File: src/rtl/uart_tx_serializer_pkg.sv
`default_nettype none
`timescale 1ns/1ps
// =====================================================================
// uart_tx_serializer_pkg : shared UART transmit types and line levels
// Rev 1.0
// =====================================================================
package uart_tx_serializer_pkg;

   typedef enum logic [2:0] {
      IDLE   = 3'd0,
      FETCH  = 3'd1,
      START  = 3'd2,
      DATA   = 3'd3,
      PARITY = 3'd4,
      STOP   = 3'd5
   } uart_tx_state_e;

   typedef enum logic [1:0] {
      PAR_NONE = 2'd0,
      PAR_EVEN = 2'd1,
      PAR_ODD  = 2'd2
   } uart_parity_e;

   localparam logic UART_IDLE_LEVEL  = 1'b1;
   localparam logic UART_START_LEVEL = 1'b0;

endpackage
`default_nettype wire

File: src/rtl/uart_tx_serializer_baud_gen.sv
`default_nettype none
`timescale 1ns/1ps
// =====================================================================
// uart_baud_gen : bit-period counter, ticks on the last cycle of a bit
// Rev 1.0
// =====================================================================
module uart_baud_gen #(
   parameter int CLKS_PER_BIT = 16
) (
   input  logic clk,
   input  logic sync_rst,
   input  logic clk_en,
   input  logic restart_i,
   output logic bit_tick_o
);

   localparam int               CNT_W    = (CLKS_PER_BIT > 1) ? $clog2(CLKS_PER_BIT) : 1;
   localparam logic [CNT_W-1:0] CNT_LAST = CNT_W'(CLKS_PER_BIT - 1);

   logic [CNT_W-1:0] cnt_q;
   logic [CNT_W-1:0] cnt_d;
   logic             cnt_last;

   assign cnt_last   = (cnt_q == CNT_LAST);
   assign bit_tick_o = clk_en & cnt_last;

   always_comb begin
      cnt_d = cnt_q;
      if (clk_en) begin
         cnt_d = (restart_i | cnt_last) ? '0 : cnt_q + CNT_W'(1);
      end
   end

   always_ff @(posedge clk) begin
      if (sync_rst) begin
         cnt_q <= '0;
      end else begin
         cnt_q <= cnt_d;
      end
   end

endmodule
`default_nettype wire

File: src/rtl/uart_tx_serializer.sv
`default_nettype none
`timescale 1ns/1ps
// =====================================================================
// uart_tx_serializer : pops TX FIFO words and drives framed serial data
// Rev 1.0
// =====================================================================
module uart_tx_serializer
   import uart_tx_serializer_pkg::*;
#(
   parameter int FIFO_DATA_WIDTH = 16,
   parameter int DATA_BITS       = 8,
   parameter int CLKS_PER_BIT    = 16,
   parameter int PARITY_MODE     = 0,
   parameter int STOP_BITS       = 1
) (
   input  logic                       clk,
   input  logic                       sync_rst,
   input  logic                       clk_en,
   input  logic                       fifo_empty,
   input  logic [FIFO_DATA_WIDTH-1:0] fifo_data,
   output logic                       fifo_rd_en,
   output logic                       tx,
   output logic                       busy,
   output logic                       frame_done
);

   localparam int               BIT_W     = $clog2(DATA_BITS + 1);
   localparam logic [BIT_W-1:0] DATA_LAST = BIT_W'(DATA_BITS - 1);
   localparam logic [BIT_W-1:0] STOP_LAST = BIT_W'(STOP_BITS - 1);

   generate
      if (DATA_BITS < 5 || DATA_BITS > 9) begin : g_bad_data_bits
         $error("uart_tx_serializer: DATA_BITS must be 5..9");
      end
      if (STOP_BITS < 1 || STOP_BITS > 2) begin : g_bad_stop_bits
         $error("uart_tx_serializer: STOP_BITS must be 1 or 2");
      end
      if (PARITY_MODE < 0 || PARITY_MODE > 2) begin : g_bad_parity
         $error("uart_tx_serializer: PARITY_MODE must be 0, 1 or 2");
      end
      if (CLKS_PER_BIT < 2 || FIFO_DATA_WIDTH < DATA_BITS) begin : g_bad_geometry
         $error("uart_tx_serializer: CLKS_PER_BIT >= 2 and FIFO_DATA_WIDTH >= DATA_BITS required");
      end
   endgenerate

   uart_tx_state_e       state_q, state_d;
   logic [DATA_BITS-1:0] shreg_q, shreg_d;
   logic [BIT_W-1:0]     bitcnt_q, bitcnt_d;
   logic                 par_q, par_d;
   logic                 tx_q, tx_d;
   logic                 busy_q, busy_d;
   logic                 done_q, done_d;
   logic                 bit_tick;
   logic [DATA_BITS-1:0] word;
   logic                 unused_fifo_bits;

   assign word             = fifo_data[DATA_BITS-1:0];
   assign unused_fifo_bits = ^fifo_data;

   assign fifo_rd_en = (state_q == IDLE) & ~fifo_empty & clk_en & ~sync_rst;
   assign tx         = tx_q;
   assign busy       = busy_q;
   assign frame_done = done_q;

   uart_baud_gen #(
      .CLKS_PER_BIT (CLKS_PER_BIT)
   ) u_baud (
      .clk        (clk),
      .sync_rst   (sync_rst),
      .clk_en     (clk_en),
      .restart_i  (state_q == FETCH),
      .bit_tick_o (bit_tick)
   );

   always_comb begin
      state_d  = state_q;
      shreg_d  = shreg_q;
      bitcnt_d = bitcnt_q;
      par_d    = par_q;
      done_d   = 1'b0;
      tx_d     = UART_IDLE_LEVEL;
      busy_d   = 1'b0;
      if (clk_en) begin
         case (state_q)
            IDLE: begin
               if (!fifo_empty) state_d = FETCH;
            end
            FETCH: begin
               shreg_d  = word;
               par_d    = (PARITY_MODE == int'(PAR_ODD)) ? ~^word : ^word;
               bitcnt_d = '0;
               state_d  = START;
            end
            START: begin
               if (bit_tick) state_d = DATA;
            end
            DATA: begin
               if (bit_tick) begin
                  shreg_d = shreg_q >> 1;
                  if (bitcnt_q == DATA_LAST) begin
                     bitcnt_d = '0;
                     state_d  = (PARITY_MODE == int'(PAR_NONE)) ? STOP : PARITY;
                  end else begin
                     bitcnt_d = bitcnt_q + BIT_W'(1);
                  end
               end
            end
            PARITY: begin
               if (bit_tick) state_d = STOP;
            end
            STOP: begin
               // bitcnt doubles as the stop-bit counter
               if (bit_tick) begin
                  if (bitcnt_q == STOP_LAST) begin
                     bitcnt_d = '0;
                     done_d   = 1'b1;
                     state_d  = IDLE;
                  end else begin
                     bitcnt_d = bitcnt_q + BIT_W'(1);
                  end
               end
            end
            default: state_d = IDLE;
         endcase
      end
      // line level is registered, so it follows the state being entered
      case (state_d)
         START:   tx_d = UART_START_LEVEL;
         DATA:    tx_d = shreg_d[0];
         PARITY:  tx_d = par_d;
         default: tx_d = UART_IDLE_LEVEL;
      endcase
      busy_d = (state_d != IDLE);
   end

   always_ff @(posedge clk) begin
      if (sync_rst) begin
         state_q  <= IDLE;
         shreg_q  <= '0;
         bitcnt_q <= '0;
         par_q    <= 1'b0;
         tx_q     <= UART_IDLE_LEVEL;
         busy_q   <= 1'b0;
         done_q   <= 1'b0;
      end else begin
         done_q <= done_d;
         if (clk_en) begin
            state_q  <= state_d;
            shreg_q  <= shreg_d;
            bitcnt_q <= bitcnt_d;
            par_q    <= par_d;
            tx_q     <= tx_d;
            busy_q   <= busy_d;
         end
      end
   end

endmodule
`default_nettype wire

File: config.mk
export PLATFORM = sky130hd
export DESIGN_NAME = uart_tx_serializer
export DESIGN_NICKNAME = d
export VERILOG_FILES = /design/src/rtl/uart_tx_serializer_pkg.sv /design/src/rtl/uart_tx_serializer_baud_gen.sv /design/src/rtl/uart_tx_serializer.sv
export SDC_FILE = /design/constraint.sdc
export NUM_CORES = 1
export LEC_CHECK = 0
export CAP_MARGIN = 20
export CORE_UTILIZATION = 43
export DETAILED_ROUTE_END_ITERATION = 10
export PLACE_DENSITY = 0.7
export SLEW_MARGIN = 20
export SYNTH_ARGS = -nofsm -noshare
export SYNTH_HDL_FRONTEND = slang
export SYNTH_HIERARCHICAL = 1
export SYNTH_SLANG_ARGS = --single-unit
File: constraint.sdc
create_clock -name clk -period 2 [get_ports clk]
set_input_delay 0.5 -clock clk [delete_from_list [all_inputs] [get_ports clk]]
set_output_delay 0.5 -clock clk [all_outputs]
set_load 0.02 [all_outputs]
==> Word-level counts from Yosys, hierarchy flattened <==
Cells that the tools add are included.
{ "classes": {"n_addsub": 2, "eq_ne": 12, "mux": 20, "bitwise_logic": 10, "n_reduce_logical": 9} }
{ "ops": {"columns": ["operator", "count"], "rows": [
  ["2-to-1 mux 3 bit", 8],
  ["2-to-1 mux 4 bit", 5],
  ["one-hot mux 3 bit (6 select lines)", 1],
  ["one-hot mux 8 bit (2 select lines)", 1],
  ["equality test 3 x 2 -> 1 bit (second input constant)", 4],
  ["one-hot mux 4 bit (3 select lines)", 1],
  ["equality test 3 bit (second input constant)", 3],
  ["adder 4 x 1 -> 4 bit (second input constant)", 2],
  ["2-to-1 mux 8 bit", 1],
  ["parity 8 bit", 1],
  ["nonzero test 3 bit", 2],
  ["NOT 1 bit", 5],
  ["bitwise AND 1 bit", 4],
  ["equality test 4 x 3 -> 1 bit (second input constant)", 1],
  ["equality test 4 bit (second input constant)", 1],
  ["zero test 4 bit", 1],
  ["inequality test 2 bit (second input constant)", 2],
  ["AND reduction 4 bit", 1],
  ["OR reduction 4 bit", 1],
  ["equality test 3 x 1 -> 1 bit (second input constant)", 1],
  ["zero test 3 bit", 1],
  ["one-hot mux 1 bit (3 select lines)", 1],
  ["AND reduction 3 bit", 1],
  ["2-to-1 mux 1 bit", 2],
  ["2 further kinds", 2]
]} }
{ "totals": {"register_bits": 23, "input_bits": 20} }

==> Longest topological paths before layout <==
Gate-level depths: netlist of the first run.
{ "depth": {"word_depth": 7, "mapped_depth": 9, "depth_no_buf": 7} }

==> Cells and area by module <==
The synthesis of the first run kept the hierarchy.
{ "by_module_without_submodules": {"columns": ["module", "n_inst", "cells_per_inst", "area_each_um2", "seq_area_each_um2"], "rows": [
  ["uart_tx_serializer", 1, 154, 1191.1, 380.4],
  ["uart_baud_gen", 1, 19, 190.2, 80.1]
]} }

==> Least setup slack after synthesis of the first run <==
OpenSTA, ideal clock, no wires.
{ "synth_timing": {"kind": "input to register", "startpoint": "input port clk_en", "endpoint": "register bitcnt_q[0]", "setup_ns": 0.071, "arrival_ns": 2.015, "slack_ns": -0.086, "cell_stages": 7, "n_path_buf": 1, "path_cell_list": "buf_6 -> and4_4 -> inv_2 -> maj3_2 -> or2_4 -> or4_1 -> a21oi_1"} }
{ "synth_between": {"elab_chain_len": 3, "word_cells_on_any_way": 4} }
{ "synth_lines": {"columns": ["element", "line_no", "text"], "rows": [
  ["start, declared", "uart_tx_serializer.sv:18", "input logic clk_en,"],
  ["bitwise AND 1 bit *", "uart_tx_serializer_baud_gen.sv:25", "assign bit_tick_o = clk_en & cnt_last;"],
  ["named net bit_tick", "uart_tx_serializer.sv:53", "logic bit_tick;"],
  ["inequality test 2 bit (no source line)", null, null],
  ["AND reduction 4 bit (no source line) *", null, null],
  ["end signal, assigned", "uart_tx_serializer.sv:150", "bitcnt_q <= bitcnt_d;"],
  ["end, declared", "uart_tx_serializer.sv:48", "logic [BIT_W-1:0] bitcnt_q, bitcnt_d;"]
]} }
Mark *: on every way through the listed nets, which the timed path passes. The rest lies on a longest branch.
A chain may end at the register's enable or synchronous reset.

==> Final worst setup path of the first run <==
{ "layout_timing": {"startpoint": "register u_baud.cnt_q[1]", "endpoint": "register bitcnt_q[0]"} }
{ "layout_between": {"elab_chain_len": 4, "word_cells_on_any_way": 5} }
{ "layout_lines": {"columns": ["element", "line_no", "text"], "rows": [
  ["start, declared", "uart_tx_serializer_baud_gen.sv:20", "logic [CNT_W-1:0] cnt_q;"],
  ["start signal, assigned", "uart_tx_serializer_baud_gen.sv:38", "cnt_q <= cnt_d;"],
  ["equality test 4 bit *", "uart_tx_serializer_baud_gen.sv:24", "assign cnt_last = (cnt_q == CNT_LAST);"],
  ["bitwise AND 1 bit *", "uart_tx_serializer_baud_gen.sv:25", null],
  ["named net bit_tick", "uart_tx_serializer.sv:53", null],
  ["inequality test 2 bit (no source line)", null, null],
  ["AND reduction 4 bit (no source line) *", null, null]
]} }
Marks and branches as above.

==> results of run 1 <==
==> layout by cell type, fill, tap and decap left out, types with 3 or more instances in the layout <==
cell type | synthesis | layout
nor2_1 | 23 | 23
clkbuf_4 | 0 | 3
o21ai_0 | 3 | 3
a211oi_1 | 3 | 3
nand3_1 | 9 | 9
nand4b_1 | 3 | 3
nor2b_1 | 6 | 6
a21oi_1 | 20 | 19
nand2b_1 | 7 | 7
xnor2_1 | 7 | 7
dfxtp_1 | 23 | 21
nand2_1 | 7 | 7
buf_4 | 0 | 22
clkdlybuf4s50_1 | 0 | 13
inv_1 | 6 | 6
==> worst max-delay path: cells and delay by family (launching register included) <==
family,cells,cell delay (ns)
buf+inv,1,0.05
simple gates,3,0.88
fa+ha+maj,2,0.45
flops,1,0.38
compound gates,1,0.17
==> power by group through the flow <==
| stage | clock (mW) | sequential [mW] | combinational, mW |
|---|---|---|---|
| global route | 0.252 | 0.485 | 0.208 |
| CTS | 0.232 | 0.483 | 0.184 |
| detailed placement | 0 | 0.490 | 0.183 |
| finish | 0.227 | 0.483 | 0.189 |
| floorplan | 0 | 0.494 | 0.104 |
| global placement | 0 | 0.489 | 0.177 |
==> routing by layer <==
metal | up-vias | part of all wire, % | global-route usage, %
met4 | 0 | 1.2 | 8.84
met3 | 6 | 2.4 | 2.20
met1 | 636 | 46 | 24.9
met2 | 29 | 51 | 36.3
li1 | 672 | - | -
met5 | - | 0 | 0
==> worst max path at each step <==
stage | start | to | cells after the start
5_1_grt | u_baud/cnt_q[1] | bitcnt_q[0] | 7
6_report | u_baud/cnt_q[1] | bitcnt_q[0] | 7
3_3_place_gp | fifo_empty | fifo_rd_en | 4
3_5_place_dp | clk_en | bitcnt_q[0] | 7
4_1_cts | u_baud/cnt_q[0] | bitcnt_q[0] | 7
2_1_floorplan | clk_en | bitcnt_q[0] | 7
==> cells by family after synthesis <==
| logic type | synth area share, % |
|---|---|
| mux | 1.45 |
| simple gates | 30.6 |
| fa+ha+maj | 3.53 |
| buf+inv | 5.89 |
| flops | 33.3 |
| compound gates | 19.5 |
| xor+xnor | 5.71 |
==> what timing repair did <==
action	CTS	global route
gates cloned	0	0
endpoints found under the setup margin	10	3
gates resized for setup	12	1
pin swaps	2	4
setup buffers	1	3
endpoints found under the hold margin	0	0
==> cells in the mapped netlist (all sizes together), types with 3 or more instances <==
| library cell | instances | area, µm² |
|---|---|---|
| buf | 6 | 36.3 |
| clkbuf | 5 | 18.8 |
| a21oi | 20 | 100 |
| nor2b | 6 | 37.5 |
| o21ai | 5 | 25.0 |
| nor3 | 3 | 15.0 |
| dfxtp | 23 | 460 |
| a211oi | 3 | 22.5 |
| nor2 | 23 | 86.3 |
| nand2b | 7 | 43.8 |
| ha | 3 | 37.5 |
| nand4b | 3 | 26.3 |
| nand3 | 9 | 45.0 |
| inv | 7 | 26.3 |
| xnor2 | 7 | 61.3 |
| nand2 | 7 | 26.3 |
==> flip-flops by register name, indices dropped and copies added (netlist names) <==
| register | count |
|---|---|
| u_baud/cnt_q | 4 |
| frame_done | 1 |
| shreg_q | 8 |
| state_q | 3 |
| busy | 1 |
| tx | 1 |
| bitcnt_q | 4 |
| par_q | 1 |
==> per-stage QoR <==
stage | worst slack [ns] | instances | util [%]
after floorplan | 0.00391 | 173 | -
after global routing | -0.0478 | 247 | 57.3
final | -0.000880 | 247 | 57.3
after detailed placement | -0.492 | 239 | 54.6
after global placement | -0.446 | 239 | 54.6
after CTS | 0.0144 | 244 | 56.4
==> cell type report <==
type / count / area share [%]
sequential: 23 / 26.4
inverter: 7 / 1.50
clock buffer: 3 / 1.29
tap: 44 / 3.15
clock inverter: 1 / 0.286
timing repair buffer: 37 / 17.7
multi-input combinational: 132 / 49.7
==> flow_summary.toml, run 1 <==
[outcome]
status = "finished, violations left"
violations = "setup timing"

[sta]
setup_viol = 1
tns_ns = -0.000880
finalHoldViolCount = 0
timing.fmax_mhz = 500
maxSlewViolCount = 0
worst_pin_slew_ns = 0.400
fin_crit_sh_pct = 100
fin_ws_ns = -0.000880
relSlewSlack_pct = 73.2
fin_skew_ns = 0.0144
rsz0062_at_grt = "true"
hold_slack_ns = 0.508
finalCriticalPeriod_ns = 2.00

[synth]
ys_types = 51
synth-seq-cells = 23
synth_area_mm2 = 0.00138
synth_edf_count = 0
async_flop_share_pct = 0
yosysWarnings = 6
syn_inst = 173
seq_area_frac_synth_pct = 33.3
synthesis.nets = 196
yosys_most_used_dff = "dfxtp_1"
syn_area_per_cell_um2 = 7.98

[place]
port_buffers = 15
place_area_mm2 = 0.00167
gp_congestion = 0.807
dp_hpwl_um = 2360

[layout]
regArea_um2 = 463
fillers = 289
drive_gt1_share_pct = 19.2
antenna_cells = 0
multi_input_area_um2 = 870
fin_area_mm2 = 0.00175
nets = 227
syn_to_final_growth_pct = 26.7

[clocking]
ctsRootBufferMaster = "clkbuf_4"
htreeDepth = 1
clock_latency_ns = 0.32
clk_pin_slew_worst_paths_ns = 0.15
cts_tree = "yes"
cts.hold.buffers_added = 0
numCtsBuffers = 3
cts_buffer_depth = 2
cts.sinks = 23

[routing]
first_pass_iters = 4
viasPerCell = 5.44
via_count = 1343
ant_nets = 0
avgRoutedWirePerCell_um = 13.3
routed_wl_um = 3300
route.detailed.drc = 0
drt-initial-drc-count = 51

[global_routing]
grt_pass1_vias = 1284
antenna_found_initial = 0
track_usage_pct = 20.4
grt-ovfl-total = 0
grt_max_degree = 26
grt_pass1_wl_um = 5450

[floorplanning]
start_util_pct = 45.2
core-area_mm2 = 0.00305
io-pin-count = 24
die_x_um = 58.7
rows = 20
dieArea_mm2 = 0.00344
die_h_um = 58.7

[min_path]
hold_depth = 2
hold_class = "reg -> reg"
min_to = "busy"
min_from = "busy"

[flow_run]
maxCapViolations = 0

[pwr]
p_sw_share_pct = 28.1
p_total_mw = 0.899
powerDensity_mw_per_mm2 = 514
pwr-share-comb_pct = 21.0
pwr-share-seq_pct = 53.7
clkPwrFrac_pct = 25.3
internal_power_mw = 0.646
irDropWorstVdd_mv = 0.306
p_leak_nw = 0.680
switching_power_mw = 0.253

[worst_setup_path]
start_kind = "flip-flop"
crit_path_end_kind = "flip-flop"
cp_max_fo = 3
timing.rr.end = "bitcnt_q[0]"
r2r_slack_ns = -0.0009
path_class = "reg -> reg"
cp.required_ns = 2.25
r2r_start = "u_baud/cnt_q[1]"
r2r_cells = 7
cp_cell_sequence = "ha_4 > and4_4 > inv_2 > maj3_2 > or2_4 > or4_4 > a21oi_2"
slowest_delay_ns = 0.42
arrival_ns = 2.25
critPathSlowestCell = "or4_4"
Power figures use the tool's default switching activity.
==> inputs of run 2 (changes only) <==
==> constraint.sdc (replaced) <==
create_clock -name clk -period 2 [get_ports clk]
set_input_delay 0.5 -clock clk [delete_from_list [all_inputs] [get_ports clk]]
set_output_delay 0.5 -clock clk [all_outputs]
set_load 0.005 [all_outputs]
==> run 2 against run 1 <==
Compared with the run above:
- the run now ends clean
- register-to-register slack improved by 0.05 ns
- clock power is essentially flat
- total power up 0.85%
- die area did not move
- first-iteration DRC count up 35%
- combinational power up 2%
- global-route usage up 0.44 points
- utilization increased by 1.0 points
- via count rose by 3.7%
- sequential power about the same
- clock skew fell by 0.012 ns
- critical path type unchanged
- largest power group unchanged
==> flow_summary.toml, run 2 (synthesis results as in run 1) <==
[sta]
relSlewSlack_pct = 73.0
fin_crit_sh_pct = 97.8
fin_skew_ns = 0.00258
finalCriticalPeriod_ns = 1.96
setup_viol = 0
rsz0062_at_grt = "true"
maxSlewViolCount = 0
timing.fmax_mhz = 511
finalHoldViolCount = 0
worst_pin_slew_ns = 0.404

[layout]
largest_reg_flops = 8
syn_to_final_growth_pct = 29.0
antenna_cells = 0
fillers = 306
final_cell_mix = "23 x nor2_1, 23 x buf_4, 19 x a21oi_1, 19 x dfxtp_1, 13 x clkdlybuf4s50_1"
largest_register = "shreg_q"
fin_area_mm2 = 0.00178
nets = 229
reg_top3 = "shreg_q (8), bitcnt_q (4), u_baud/cnt_q (4)"
drive_gt1_share_pct = 21.0

[global_routing]
grt_pass1_vias = 1357
grt_pass1_wl_um = 5560
grt-ovfl-total = 0
track_usage_pct = 20.9
grt_max_degree = 26
antenna_found_initial = 0

[routing]
avgRoutedWirePerCell_um = 14.0
viasPerCell = 5.59
drt-initial-drc-count = 69
first_pass_iters = 4
via_count = 1393
routed_wl_um = 3480
route.detailed.drc = 0
ant_nets = 0

[floorplanning]
die_h_um = 58.7
core-area_mm2 = 0.00305
io-pin-count = 24
dieArea_mm2 = 0.00344
die_x_um = 58.7
start_util_pct = 45.2
rows = 20

[place]
dp_hpwl_um = 2390
place_area_mm2 = 0.00168
gp_congestion = 0.816
port_buffers = 15

[clocking]
ctsRootBufferMaster = "clkbuf_4"
cts_buffer_depth = 2
cts_tree = "yes"
cts.sinks = 23
clk_pin_slew_worst_paths_ns = 0.14
cts.hold.buffers_added = 0
numCtsBuffers = 3
htreeDepth = 1
clock_latency_ns = 0.32

[pwr]
pwr-share-seq_pct = 53.3
p_leak_nw = 0.693
p_total_mw = 0.907
irDropWorstVdd_mv = 0.427
switching_power_mw = 0.257
p_sw_share_pct = 28.4
powerDensity_mw_per_mm2 = 509
pwr-share-comb_pct = 21.3
clkPwrFrac_pct = 25.4
internal_power_mw = 0.649

[worst_setup_path]
path_class = "reg -> reg"
r2r_slack_ns = 0.04
arrival_ns = 2.21
critPathSlowestCell = "dfxtp_2"
slowest_delay_ns = 0.38
cp_max_fo = 4
cp.required_ns = 2.26
crit_path_end_kind = "flip-flop"
cp_cell_sequence = "ha_4 > and4_4 > buf_4 > nor4bb_1 > a221o_1 > a22oi_2 > o2111a_1 > a211oi_2"
start_kind = "flip-flop"

[flow_run]
maxCapViolations = 0

[outcome]
status = "finished clean"

[min_path]
hold_class = "reg -> reg"
[run 2: layout make-up]
class                           count  area (µm²)  area share (%)
Inverter                            7        26.3            1.47
Clock inverter                      1        5.00           0.281
Clock buffer                        3        22.5            1.26
Multi-Input combinational cell    132         875            49.1
Tap cell                           44        55.1            3.09
Sequential cell                    23         465            26.1
Timing Repair Buffer               39         333            18.7
[run 2: path summary, 6_finish.rpt]
kind | endpoint | from | cells after the start
max | tx | u_baud/cnt_q[1] | 8
min | shreg_q[0] | shreg_q[0] | 2
max reg2reg | tx | u_baud/cnt_q[1] | 8
min reg2reg | shreg_q[0] | shreg_q[0] | 2
[run 2: critical path, delay by kind of cell (launching register included)]
| family | cells | cell delay, ns |
|---|---|---|
| AOI/OAI and AO/OA | 4 | 0.70 |
| and+or+nand+nor | 2 | 0.54 |
| DFF | 1 | 0.38 |
| adders and majority gates | 1 | 0.14 |
| buffers and inverters | 1 | 0.12 |
[run 2: what timing repair did]
| action | in CTS | in global routing |
|---|---|---|
| gates resized for setup | 9 | 6 |
| setup buffers | 2 | 2 |
| setup endpoints to repair | 4 | 5 |
| pin swaps | 3 | 5 |
[run 2: stage by stage]
step | hold WS [ns] | setup TNS [ns] | cells | setup slack (ns) | util, %
final | 0.491 | 0 | 249 | 0.0442 | 58.4
after floorplan | 0.446 | 0 | 173 | 0.00391 | -
after detailed placement | 0.472 | -5.25 | 241 | -0.493 | 55.1
after CTS | 0.491 | 0 | 247 | 0.00293 | 57.0
after global routing | 0.521 | -0.117 | 249 | -0.0632 | 58.4
after global placement | 0.464 | -4.72 | 241 | -0.426 | 55.1
[run 2: power by group through the flow]
stage / clock network, mW / registers (mW) / logic (mW)
floorplan: 0 / 0.491 / 0.103
global placement: 0 / 0.489 / 0.173
detailed placement: 0 / 0.490 / 0.181
CTS: 0.233 / 0.482 / 0.185
global route: 0.249 / 0.485 / 0.210
finish: 0.230 / 0.483 / 0.193
[run 2: layer usage]
metal	track usage (%)	wire length (µm)	part of all wire [%]	up-vias
met3	4.84	138	4.0	6
met4	5.44	32	0.92	0
met5	0	0	0	-
li1	-	-	-	680
met1	23.2	1510	43	666
met2	39.6	1810	52	41
==> inputs of run 3 (changes only) <==
--- a/config.mk
+++ b/config.mk
@@ -6,9 +6,10 @@
 export NUM_CORES = 1
 export LEC_CHECK = 0
 export CAP_MARGIN = 20
-export CORE_UTILIZATION = 43
+export CORE_UTILIZATION = 47
+export CTS_CLUSTER_DIAMETER = 30
 export DETAILED_ROUTE_END_ITERATION = 10
-export PLACE_DENSITY = 0.7
+export PLACE_DENSITY = 0.75
 export SLEW_MARGIN = 20
 export SYNTH_ARGS = -nofsm -noshare
 export SYNTH_HDL_FRONTEND = slang
==> run 3 against run 2 <==
Compared with the run above:
- sequential power barely moved
- cell area shrank 2.0%
- clock power fell by 6%
- first-iteration DRC count down 41%
- non-clock buffer count down 3
- routed wire length fell by 9.4%
- register-to-register slack hardly changed
- largest cell class unchanged
- highest routed layer unchanged
==> flow_summary.toml, run 3 (synthesis results as in run 1) <==
[clocking]
numCtsBuffers = 3
htreeDepth = 1
clock_latency_ns = 0.31
ctsRootBufferMaster = "clkbuf_4"
cts_tree = "yes"
clk_pin_slew_worst_paths_ns = 0.13
cts_buffer_depth = 2
cts.hold.buffers_added = 0
cts.sinks = 23

[routing]
routed_wl_um = 3150
via_count = 1353
ant_nets = 0
route.detailed.drc = 0
first_pass_iters = 4
drt-initial-drc-count = 41
viasPerCell = 5.81
avgRoutedWirePerCell_um = 13.5

[sta]
tns_ns = 0
setup_viol = 0
timing.fmax_mhz = 513
maxSlewViolCount = 0
fin_crit_sh_pct = 97.4
finalHoldViolCount = 0
fin_skew_ns = 0.00185
relSlewSlack_pct = 72.8
hold_slack_ns = 0.496
finalCriticalPeriod_ns = 1.95
worst_pin_slew_ns = 0.407

[pwr]
irDropWorstVdd_mv = 0.493
clkPwrFrac_pct = 24.4
switching_power_mw = 0.237
p_total_mw = 0.885
internal_power_mw = 0.648
p_sw_share_pct = 26.8
pwr-share-comb_pct = 21.0
powerDensity_mw_per_mm2 = 507
pwr-share-seq_pct = 54.5
p_leak_nw = 0.678

[worst_setup_path]
arrival_ns = 2.19
critPathSlowestCell = "dfxtp_2"
cp_max_fo = 4
crit_path_end_kind = "flip-flop"
path_class = "reg -> reg"
r2r_cells = 8
slowest_delay_ns = 0.38
cp_cell_sequence = "ha_4 > and4_4 > buf_4 > nor4bb_1 > a221o_1 > a22oi_2 > o2111a_1 > a211oi_1"
start_kind = "flip-flop"
cp.required_ns = 2.24

[place]
port_buffers = 15
gp_congestion = 0.862
place_inst = 227
place_area_mm2 = 0.00166
dp_hpwl_um = 2290

[global_routing]
grt_max_degree = 26
antenna_found_initial = 0
grt_pass1_vias = 1341
track_usage_pct = 21.9
grt_pass1_wl_um = 5580
grt-ovfl-total = 0

[floorplanning]
io-pin-count = 24
start_util_pct = 49.7
core-area_mm2 = 0.00278
die_x_um = 56.2
rows = 19
dieArea_mm2 = 0.00316
die_h_um = 56.2

[min_path]
hold_class = "reg -> reg"
hold_depth = 2

[layout]
fin_area_mm2 = 0.00175
reg_top3 = "shreg_q (8), bitcnt_q (4), u_baud/cnt_q (4)"
final_cell_mix = "23 x nor2_1, 21 x dfxtp_1, 19 x buf_4, 17 x a21oi_1, 13 x clkdlybuf4s50_1"
nets = 226
fillers = 239
drive_gt1_share_pct = 19.3
fin_cells = 233
largest_reg_flops = 8
antenna_cells = 0
syn_to_final_growth_pct = 26.4
final_common_cell = "nor2_1"
largest_register = "shreg_q"

[flow_run]
maxCapViolations = 0

[outcome]
status = "finished clean"
[run 3: cell count changes in the layout (fill, tap and decap cells not counted), moves of 2 or more]
| cell | previous run | this run |
|---|---|---|
| a21oi_1 | 19 | 17 |
| a21oi_2 | 1 | 3 |
| buf_4 | 23 | 19 |
| dfxtp_1 | 19 | 21 |
| dfxtp_2 | 4 | 2 |
[run 3: metrics by stage]
| stage | setup WS [ns] | util, % |
|---|---|---|
| after floorplan | 0.00391 | - |
| after global placement | -0.417 | 59.6 |
| after detailed placement | -0.457 | 59.6 |
| after CTS | 0.00795 | 61.7 |
| after global routing | -0.00600 | 62.8 |
| final | 0.0519 | 62.8 |
[run 3: layer usage]
metal,track usage (%),share of wire (%)
met5,0,0
met1,26.2,45
met2,39.1,49
met3,2.09,3.3
met4,10.5,2.2
[run 3: critical path, delay by kind of cell (launching register included)]
kind                     cells  cell delay (ns)
buffers and inverters        1             0.13
AND/OR/NAND/NOR              2             0.52
adder cells (fa/ha/maj)      1             0.14
AO/OA/AOI/OAI                4             0.71
flip-flops                   1             0.38
[run 3: repair_timing]
action / 4_1_cts / 5_1_grt
resized for setup: 8 / 7
endpoints found under the setup margin: 11 / 10
buffers inserted: 2 / 0
cloned: 0 / 0
pin swaps: 3 / 5
[run 3: final cells by class]
type | count | area, µm² | area share (%)
inverter | 7 | 26.3 | 1.50
tap | 31 | 38.8 | 2.22
clock inverter | 1 | 5.00 | 0.287
multi-input combinational | 132 | 877 | 50.2
clock buffer | 3 | 22.5 | 1.29
sequential | 23 | 463 | 26.5
timing repair buffer | 36 | 314 | 18.0
[run 3: power by group through the flow]
stage	registers (mW)	clock network, mW	logic, mW
2_1_floorplan	0.491	0	0.103
3_3_place_gp	0.489	0	0.171
3_5_place_dp	0.490	0	0.178
4_1_cts	0.481	0.229	0.182
5_1_grt	0.485	0.241	0.205
6_report	0.483	0.216	0.186
[run 3: worst paths after layout]
| path | start | to | slack [ns] |
|---|---|---|---|
| worst max-delay path | u_baud/cnt_q[1] | tx | 0.05 |
| worst max register to register | u_baud/cnt_q[1] | tx | 0.05 |
| worst min register to register | bitcnt_q[1] | bitcnt_q[1] | 0.50 |
| worst min-delay path | bitcnt_q[1] | bitcnt_q[1] | 0.50 |
